--- src/rtl/avg_window_ctrl.sv ---
// Mic window averager: prescaled sampling, windowed sum, 23-step restoring divide.
// Latency 25 edges from the final sample to avg_valid; a held output slot stalls the divider, and windows that complete meanwhile are dropped into overrun.
module avg_window_ctrl #(
    parameter int DATA_W      = 12,
    parameter int CNT_W       = 11,
    parameter int SAMPLE_DIV  = 10,
    parameter int DEFAULT_WIN = 2000
) (
    input  logic              Clk_20khz,
    input  logic              Rst,
    input  logic              En,
    input  logic [DATA_W-1:0] mic_in,
    input  logic [CNT_W-1:0]  win_len,
    input  logic              win_load,
    output logic [DATA_W-1:0] avg_out,
    output logic              avg_valid,
    input  logic              avg_ready,
    output logic              busy,
    output logic              overrun,
    input  logic              ovr_clr
);
    localparam int SUM_W = DATA_W + CNT_W;
    localparam int PRE_W = $clog2(SAMPLE_DIV);
    localparam int IT_W  = $clog2(SUM_W);

    typedef enum logic [1:0] {DIV_IDLE, DIV_RUN, DIV_DONE} div_state_t;

    logic [PRE_W-1:0]  presc;
    logic [SUM_W-1:0]  sum;
    logic [CNT_W-1:0]  sample_cnt;
    logic [CNT_W-1:0]  active_len;
    logic [CNT_W-1:0]  pending_len;
    logic              pending_valid;

    logic              win_done;
    logic [SUM_W-1:0]  snap_sum;
    logic [CNT_W-1:0]  snap_len;

    div_state_t        state;
    logic [SUM_W-1:0]  dvd;
    logic [DATA_W-1:0] quo;
    logic [CNT_W-1:0]  rem;
    logic [CNT_W-1:0]  divisor;
    logic [IT_W-1:0]   iter;

    logic              strobe;
    logic              win_end;
    logic              at_start;
    logic [SUM_W-1:0]  sum_next;
    logic [CNT_W:0]    shifted;
    logic [CNT_W:0]    diff;
    logic              take;
    logic [CNT_W-1:0]  rem_next;

    always_comb begin
        strobe   = En && (presc == PRE_W'(SAMPLE_DIV - 1));
        win_end  = strobe && (sample_cnt == active_len - 1'b1);
        at_start = (sample_cnt == '0) && !strobe;
        sum_next = sum + SUM_W'(mic_in);
        // Remainder stays below the divisor, so the shifted trial value needs one extra bit.
        shifted  = {rem, dvd[SUM_W-1]};
        diff     = shifted - {1'b0, divisor};
        take     = !diff[CNT_W];
        rem_next = take ? diff[CNT_W-1:0] : shifted[CNT_W-1:0];
    end

    // Sampling front end; completed windows are registered before the divider picks them up.
    always_ff @(posedge Clk_20khz) begin
        if (Rst) begin
            presc         <= '0;
            sum           <= '0;
            sample_cnt    <= '0;
            active_len    <= CNT_W'(DEFAULT_WIN);
            pending_len   <= '0;
            pending_valid <= 1'b0;
            win_done      <= 1'b0;
            snap_sum      <= '0;
            snap_len      <= '0;
        end else begin
            win_done <= win_end;
            if (win_end) begin
                snap_sum <= sum_next;
                snap_len <= active_len;
            end
            if (!En) begin
                presc      <= '0;
                sum        <= '0;
                sample_cnt <= '0;
            end else begin
                presc <= strobe ? '0 : presc + 1'b1;
                if (win_end) begin
                    sum        <= '0;
                    sample_cnt <= '0;
                end else if (strobe) begin
                    sum        <= sum_next;
                    sample_cnt <= sample_cnt + 1'b1;
                end
            end
            if (at_start && pending_valid) begin
                active_len    <= pending_len;
                pending_valid <= 1'b0;
            end
            // A load in the transfer cycle overrides the clear and waits for the next window.
            if (win_load) begin
                pending_len   <= (win_len == '0) ? CNT_W'(1) : win_len;
                pending_valid <= 1'b1;
            end
        end
    end

    always_ff @(posedge Clk_20khz) begin
        if (Rst) begin
            state     <= DIV_IDLE;
            dvd       <= '0;
            quo       <= '0;
            rem       <= '0;
            divisor   <= '0;
            iter      <= '0;
            avg_out   <= '0;
            avg_valid <= 1'b0;
            busy      <= 1'b0;
            overrun   <= 1'b0;
        end else begin
            if (avg_valid && avg_ready)
                avg_valid <= 1'b0;
            if (win_done && (state != DIV_IDLE))
                overrun <= 1'b1;
            else if (ovr_clr)
                overrun <= 1'b0;
            case (state)
                DIV_IDLE: begin
                    if (win_done) begin
                        dvd     <= snap_sum;
                        divisor <= snap_len;
                        rem     <= '0;
                        quo     <= '0;
                        iter    <= '0;
                        busy    <= 1'b1;
                        state   <= DIV_RUN;
                    end
                end
                DIV_RUN: begin
                    dvd <= {dvd[SUM_W-2:0], 1'b0};
                    rem <= rem_next;
                    quo <= {quo[DATA_W-2:0], take};
                    if (iter == IT_W'(SUM_W - 1))
                        state <= DIV_DONE;
                    else
                        iter <= iter + 1'b1;
                end
                DIV_DONE: begin
                    if (!avg_valid || avg_ready) begin
                        avg_out   <= quo;
                        avg_valid <= 1'b1;
                        busy      <= 1'b0;
                        state     <= DIV_IDLE;
                    end
                end
                default: state <= DIV_IDLE;
            endcase
        end
    end
endmodule

--- config.mk ---
export PLATFORM = sky130hd
export DESIGN_NAME = avg_window_ctrl
export DESIGN_NICKNAME = d
export VERILOG_FILES = /design/src/rtl/avg_window_ctrl.sv
export SDC_FILE = /design/constraint.sdc
export NUM_CORES = 1
export LEC_CHECK = 0
export ABC_AREA = 1
export CORE_MARGIN = 2
export CORE_UTILIZATION = 50
export DETAILED_ROUTE_END_ITERATION = 10
export PLACE_DENSITY = 0.68
export SETUP_SLACK_MARGIN = 0.05
export SLEW_MARGIN = 10
export SYNTH_ARGS = -nofsm -noshare
export SYNTH_HDL_FRONTEND = slang
export SYNTH_SLANG_ARGS = --single-unit
--- constraint.sdc ---
create_clock -name Clk_20khz -period 6.7 [get_ports Clk_20khz]
set_clock_uncertainty 0.2 [all_clocks]
set_input_delay 1.34 -clock Clk_20khz [delete_from_list [all_inputs] [get_ports Clk_20khz]]
set_output_delay 1.34 -clock Clk_20khz [all_outputs]
set_load 0.01 [all_outputs]
* Word-level counts from Yosys, hierarchy flattened
Cells that the tools add are included.
** Word-level totals
- Word-level logic and storage cells :: 86
- Register bits :: 175
- Bits of input ports :: 29
- Output and inout port bits :: 15
** Operators by class
- Add/subtract/negate cells :: 6
- Bitwise logic cells :: 1
- Muxes and demuxes :: 25
- Equal/unequal tests :: 9
- Reduce and logical (&&, ||, !) cells :: 26
** Operator list (count)
- case mux 23 bit (2 select lines) :: 1
- two-way mux 11 bit :: 3
- case mux 12 bit (2 select lines) :: 1
- adder 23 x 12 -> 23 bit :: 1
- two-way mux 23 bit :: 1
- logical NOT 11 bit :: 2
- case mux 11 bit (2 select lines) :: 1
- two-way mux 12 bit :: 1
- subtractor 12 x 11 -> 12 bit :: 1
- adder 11 x 1 -> 11 bit (second input constant) :: 1
- == test 11 bit :: 1
- subtractor 11 x 1 -> 11 bit (second input constant) :: 1
- two-way mux 5 bit :: 2
- case mux 5 bit (2 select lines) :: 1
- nonzero test 2 bit :: 5
- two-way mux 1 bit :: 9
- AND reduction 3 bit :: 3
- inequality test 2 bit (second input constant) :: 4
- logical AND 1 bit :: 6
- two-way mux 2 bit :: 3
- case mux 2 bit (3 select lines) :: 1
- AND reduction 2 bit :: 3
- OR reduction 3 bit :: 2
- adder 5 x 1 -> 5 bit (second input constant) :: 1
- 10 further kinds :: 12

* Depth between registers and ports, before layout
Gate-level depths: netlist (run 1).
- Depth in word-level cells :: 7
- Depth in mapped cells :: 15
- Depth with buffers taken out :: 14

* Least setup slack after synthesis (run 1)
No wires, ideal clock.
- Kind :: input -> register
- From :: input mic_in[0]
- To :: register snap_sum[18]
- Buffers on the path :: 0
- Data arrival time :: 2.794 ns
- Library setup time :: 0.113 ns
- Required time :: 6.387 ns
- Cell stages on the path :: 13
- Path slack :: 3.593 ns
- Cells stage by stage :: ha_1 fa_1 nand3_1 nand2_1 nand2_1 nand2_1 nand2_1 nand2_1 nand2_1 nand2_1 and2_1 nor2_1 nor2_1
** On the way
- Word-level cells in the longest chain between the ends :: 1
** RTL lines
- start: declaration :: RTL line 12 : input logic [DATA_W-1:0] mic_in,
- adder 23 x 12 -> 23 bit :: RTL line 59 : sum_next = sum + SUM_W'(mic_in);
- end signal: assignment :: RTL line 82 : snap_sum <= sum_next;
- end: declaration :: RTL line 36 : logic [SUM_W-1:0] snap_sum;
Every way passes these cells.
A chain may end at the register's enable or synchronous reset.

* Final worst setup path (run 1)
- From :: input En
- To :: register sum[22]
** On the way
- Word-level cells in the longest chain between the ends :: 3
- Elaborated cells between the ends (all ways) :: 4
- Classes of those cells :: bitwise: 1; reduce/logical: 3
** RTL lines
- start: declaration :: RTL line 11 : input logic En,
- logical AND 1 bit :: RTL line 56 : strobe = En && (presc == PRE_W'(SAMPLE_DIV - 1));
- logical AND 1 bit :: RTL line 57 : win_end = strobe && (sample_cnt == active_len - 1'b1);
- OR reduction 3 bit (no source line)
- end signal: assignment :: RTL line 95 : sum <= sum_next;
- end: declaration :: RTL line 29 : logic [SUM_W-1:0] sum;
Parallel ways exist; a longest one is shown, timed or not.

==> results of run 1 <==
layout make-up:
cell class | count | area, um^2
Fill cell | 1823 | 7730
Multi-Input combinational cell | 960 | 4700
Sequential cell | 175 | 3500
Inverter | 152 | 571
Timing Repair Buffer | 49 | 475
Clock buffer | 18 | 439
Tap cell | 229 | 287
Clock inverter | 14 | 136
Yosys cell counts (all sizes together) (15+ instances only):
library cell	n	share of area, %
xor2	16	1.6
nor2	196	8.5
dfxtp	175	39
ha	30	4.2
a21oi	83	4.7
buf	15	1.1
a31oi	23	1.6
nand2	385	16
o21ai	71	4.0
nand3	78	4.5
inv	151	6.3
clkbuf	38	1.6
metrics by stage:
step | instances | setup WS (ps) | hold slack [ps]
6_report | 1597 | 2410 | 259
5_1_grt | 1597 | 2030 | 291
4_1_cts | 1597 | 2390 | 261
3_5_place_dp | 1565 | 1920 | 244
3_3_place_gp | 1565 | 1990 | 241
2_1_floorplan | 1340 | 3590 | 227
kinds of logic (layout without fill, tap and decap cells):
| logic type | count (synthesis) | count (layout) | synth area share [%] |
|---|---|---|---|
| AND/OR/NAND/NOR | 707 | 707 | 32.8 |
| buffers and inverters | 205 | 233 | 9.03 |
| AO/OA/AOI/OAI | 186 | 186 | 11.0 |
| flip-flops | 175 | 175 | 38.9 |
| adder cells (fa/ha/maj) | 32 | 32 | 4.61 |
| XOR/XNOR | 29 | 29 | 2.97 |
| multiplexers | 6 | 6 | 0.667 |
sequential cells by signal, indices dropped and copies added, names as in the netlist, 2 cells and up:
name and cells:
dvd 23, snap_sum 23, sum 23, avg_out 12, quo 12, active_len 11, divisor 11, pending_len 11
rem 11, sample_cnt 11, snap_len 11, iter 5, presc 4, state 2
per-layer routing:
metal  routed length [um]  vias to the layer above  share of wire, %
met5                    0                        -                 0
met4                  231                        0               1.2
li1                     -                     4278                 -
met1                10100                     3555                51
met3                  661                       22               3.4
met2                 8660                      124                44
final timing paths:
path                    from             end  slack (ps)
min reg2reg  pending_len[10]  active_len[10]         260
max                       En         sum[22]        2410
max reg2reg         presc[0]         sum[22]        3260
min          pending_len[10]  active_len[10]         260
critical path, cell delays in order:
cell             delay [ps]
clkdlybuf4s50_1         470
nand2_1                  90
nor2_4                  620
nand3_1                 240
a21oi_2                 150
nand3_1                 120
nor2_4                  180
nand3_4                 390
nand2_2                 670
a21oi_1                 100
power groups by stage:
stage / clock [mW] / sequential, mW / combinational, mW
floorplan: 0 / 1.08 / 0.0813
global placement: 0 / 1.09 / 0.115
detailed placement: 0 / 1.09 / 0.116
CTS: 0.986 / 1.06 / 0.117
global route: 1.03 / 1.06 / 0.132
finish: 0.966 / 1.06 / 0.116
==> flow_summary.toml, run 1 <==
[logic_synthesis]
synth_area_per_cell_um2 = 6.72
synth_edf_count = 0
ys.flop_type = "dfxtp_1"
synth_cell_types = 40
async_reset_ff_share_pct = 0
synth_warnings = 0
syn_area_um2 = 9010
syn_nets = 1401
synthCells = 1340
ys_seq_area_share_pct = 38.9
synth-seq-cells = 175

[timing]
hold_violations = 0
fmax_mhz = 233
tns_ps = 0
slew_viol_final = 0
rsz0062_at_grt = "false"
finalCritPeriodShare_pct = 64.0
fin_crit_ps = 4290
slew_headroom_pct = 30.4
setup_viol_count_final = 0
tightest_slew_ps = 1040

[cts]
postCtsHoldBufs = 0
post_cts_resized = 0
clock_tree.root_cell = "clkbuf_16"
cts.clk_slew.worst_paths_ps = 70
cts_setup_buffers = 0
clock_path_buffers = 2
clock-sinks = 175
cts-htree-levels = 4
cts-buffers-inserted = 17
clock_latency_ps = 430
cts_tree = "yes"

[grt]
antenna_found_initial = 0
grt_pass1_wl_um = 34100
grt_use_met2_pct = 33.5
grt_pass1_vias = 7373
overflow = 0
grt-busiest-layer = "met2"
met1_usage_pct = 29.7
grt_use_total_pct = 21.1
grt_start_max_net_pins = 103
grt_use_met3_pct = 4.12

[final_layout]
nNetsFinal = 1416
final_area_um2 = 10100
drive_above_1_share_pct = 5.12
final_core_util_pct = 56.7
layout_commonest_cell = "nand2_1"
layout_common_cells = "nand2_1, nor2_1, dfxtp_1, inv_1, a21oi_1"
syn2layout_area_growth_pct = 12.2
antenna_cells = 0

[outcome]
status = "finished clean"

[placement]
routabilityCongestion = 0.904
hpwl_um = 13500
placed_area_um2 = 9540
io_buffers = 43

[worst_hold_path]
hold_class = "register to register"
whs_path_depth = 2

[route]
wl_um = 19700
drc = 0
wl_per_cell_um = 12.3
viasPerCell = 5.00
ant_nets = 0
drt-initial-drc-count = 513
num_vias = 7979
drtPass1Iterations = 5

[floorplanning]
row_count = 49
die_h_um = 138
die_area_um2 = 19100
start_util_pct = 50.5
ios = 44
die_w_um = 138
coreArea_um2 = 17800

[setup_path]
worstSetupPathType = "input port to register"
start_kind = "input port"
worst_ep_arrival_time_ps = 4380
crit_required_ps = 6790
worst_r2r_path_depth = 10
worst-path-max-fanout = 37
end_kind = "register"

[power_and_ir_drop]
ir_worst_vdd_uv = 182
power_mw = 2.15
p_int_mw = 1.60
switching_power_uw = 545
power_leakage_nw = 4.50
p_per_area_nw_per_um2 = 212
clkPwrFrac_pct = 45.0
power_frac_seq_pct = 49.5
p_comb_share_pct = 5.4
p_sw_share_pct = 25.4

[flow_run]
max-cap-violations = 0
No activity file was read; power rests on OpenSTA's default activity.
==> run 2, diff against run 1 <==
==> constraint.sdc (replaced) <==
create_clock -name Clk_20khz -period 4.4 [get_ports Clk_20khz]
set_clock_uncertainty 0.2 [all_clocks]
set_input_delay 0.88 -clock Clk_20khz [delete_from_list [all_inputs] [get_ports Clk_20khz]]
set_output_delay 0.88 -clock Clk_20khz [all_outputs]
set_load 0.01 [all_outputs]
==> run 2 against run 1 <==
- die area unchanged
- setup slack got worse by 1100 ps
- largest cell class unchanged
- worst hold slack barely moved
- utilization rose by 0.18 points
- first-iteration DRC count is 22% lower
- sequential cell count stayed put
- wire length decreased by 0.24%
- critical path depth decreased by 2
- final area up 0.32%
- highest routed layer unchanged
- via count decreased by 0.29%
- clock-buffer cell count rose by 1
- global-route usage decreased by 0.26 points
==> flow_summary.toml, run 2 (synthesized netlist as in run 1, its figures left out) <==
[outcome]
status = "finished clean"

[power_and_ir_drop]
ir_worst_vdd_uv = 280
p_int_mw = 2.49
power_mw = 3.32
power_frac_seq_pct = 48.7
clkPwrFrac_pct = 46.0
switching_power_uw = 833
p_per_area_nw_per_um2 = 328
p_sw_share_pct = 25.1
p_comb_share_pct = 5.3
power_leakage_nw = 4.52

[cts]
clock-sinks = 175
clock_path_buffers = 2
clock_tree.root_cell = "clkbuf_16"
cts_setup_buffers = 0
postCtsHoldBufs = 0
clock_latency_ps = 430
cts-buffers-inserted = 17
cts_tree = "yes"
post_cts_resized = 0
cts-htree-levels = 4
cts.clk_slew.worst_paths_ps = 70

[route]
num_vias = 7956
ant_nets = 0
drc = 0
drt-initial-drc-count = 400
wl_um = 19600
viasPerCell = 4.97
drtPass1Iterations = 5
wl_per_cell_um = 12.3

[final_layout]
final_core_util_pct = 56.9
antenna_cells = 0
syn2layout_area_growth_pct = 12.6
layout_commonest_cell = "nand2_1"
nNetsFinal = 1419
final_area_um2 = 10100
largestRegisters = "dvd: 23 flops, snap_sum: 23 flops, sum: 23 flops"
layout_common_cells = "nand2_1, nor2_1, dfxtp_1, inv_1, a21oi_1"
drive_above_1_share_pct = 5.25

[flow_run]
max-cap-violations = 0

[timing]
rsz0062_at_grt = "false"
fin_ws_ps = 1350
slew_viol_final = 0
tns_ps = 0
tightest_slew_ps = 1080
fmax_mhz = 328
finalCritPeriodShare_pct = 69.4
slew_headroom_pct = 28.1
hold_violations = 0
setup_viol_count_final = 0
fin_crit_ps = 3050

[setup_path]
start_kind = "input port"
crit_required_ps = 4510
worst_ep_arrival_time_ps = 3160
worstSetupPathType = "input port to register"
worst-path-max-fanout = 36
end_kind = "register"
r2r_slack_ps = 1490

[floorplanning]
die_w_um = 138
row_count = 49
die_h_um = 138
start_util_pct = 50.5
coreArea_um2 = 17800
die_area_um2 = 19100
ios = 44

[grt]
overflow = 0
antenna_found_initial = 0
grt_pass1_vias = 7256
grt_use_total_pct = 20.9
grt_start_max_net_pins = 45
grt_pass1_wl_um = 33600

[placement]
placed_area_um2 = 9560
routabilityCongestion = 0.933
pre_cts_ws_ps = 868
hpwl_um = 13600
io_buffers = 43

[worst_hold_path]
hold_class = "register to register"
-- run 2: changes by cell type in the layout (fill, tap and decap cells not counted) --
cell,before,now
clkinv_8,1,0
bufinv_16,0,1
clkbuf_1,0,1
clkinvlp_4,2,1
buf_4,6,9
-- run 2: final timing paths --
| check | start | endpoint | depth (start not counted) |
|---|---|---|---|
| worst max-delay path | En | active_len[10] | 8 |
| worst min-delay path | snap_len[0] | divisor[0] | 2 |
| worst max register to register | active_len[0] | snap_sum[2] | 15 |
| worst min register to register | snap_len[0] | divisor[0] | 2 |
-- run 2: stage by stage --
step	instances	hold slack (ps)
after floorplan	1340	227
after global placement	1568	247
after detailed placement	1568	247
after CTS	1600	262
after global routing	1600	281
final	1600	259
-- run 2: critical path, cell delays in order --
cell,delay (ps)
clkdlybuf4s50_1,410
nand2_1,110
nor2_4,50
buf_4,240
inv_1,550
nand4_1,550
mux2i_1,290
nand2_1,70
-- run 2: area by class of cell --
cell class | instances | area (um^2)
clock buffers | 19 | 443
clock inverters | 13 | 143
fillers | 1754 | 7700
inverters | 152 | 571
multi-input cells | 960 | 4700
flip-flops and latches | 175 | 3500
well taps | 229 | 287
repair buffers | 52 | 498
-- run 2: power groups by stage --
stage | Clock (mW) | Sequential, mW | Combinational (mW)
6_report | 1.53 | 1.62 | 0.177
3_3_place_gp | 0 | 1.66 | 0.175
4_1_cts | 1.56 | 1.62 | 0.177
3_5_place_dp | 0 | 1.66 | 0.176
5_1_grt | 1.62 | 1.62 | 0.200
2_1_floorplan | 0 | 1.65 | 0.124
-- run 2: metal layers --
layer	GRT usage [%]	share of wire, %
met5	0	0
met4	5.42	1.4
met3	4.54	3.4
met2	33.6	44
met1	28.6	51
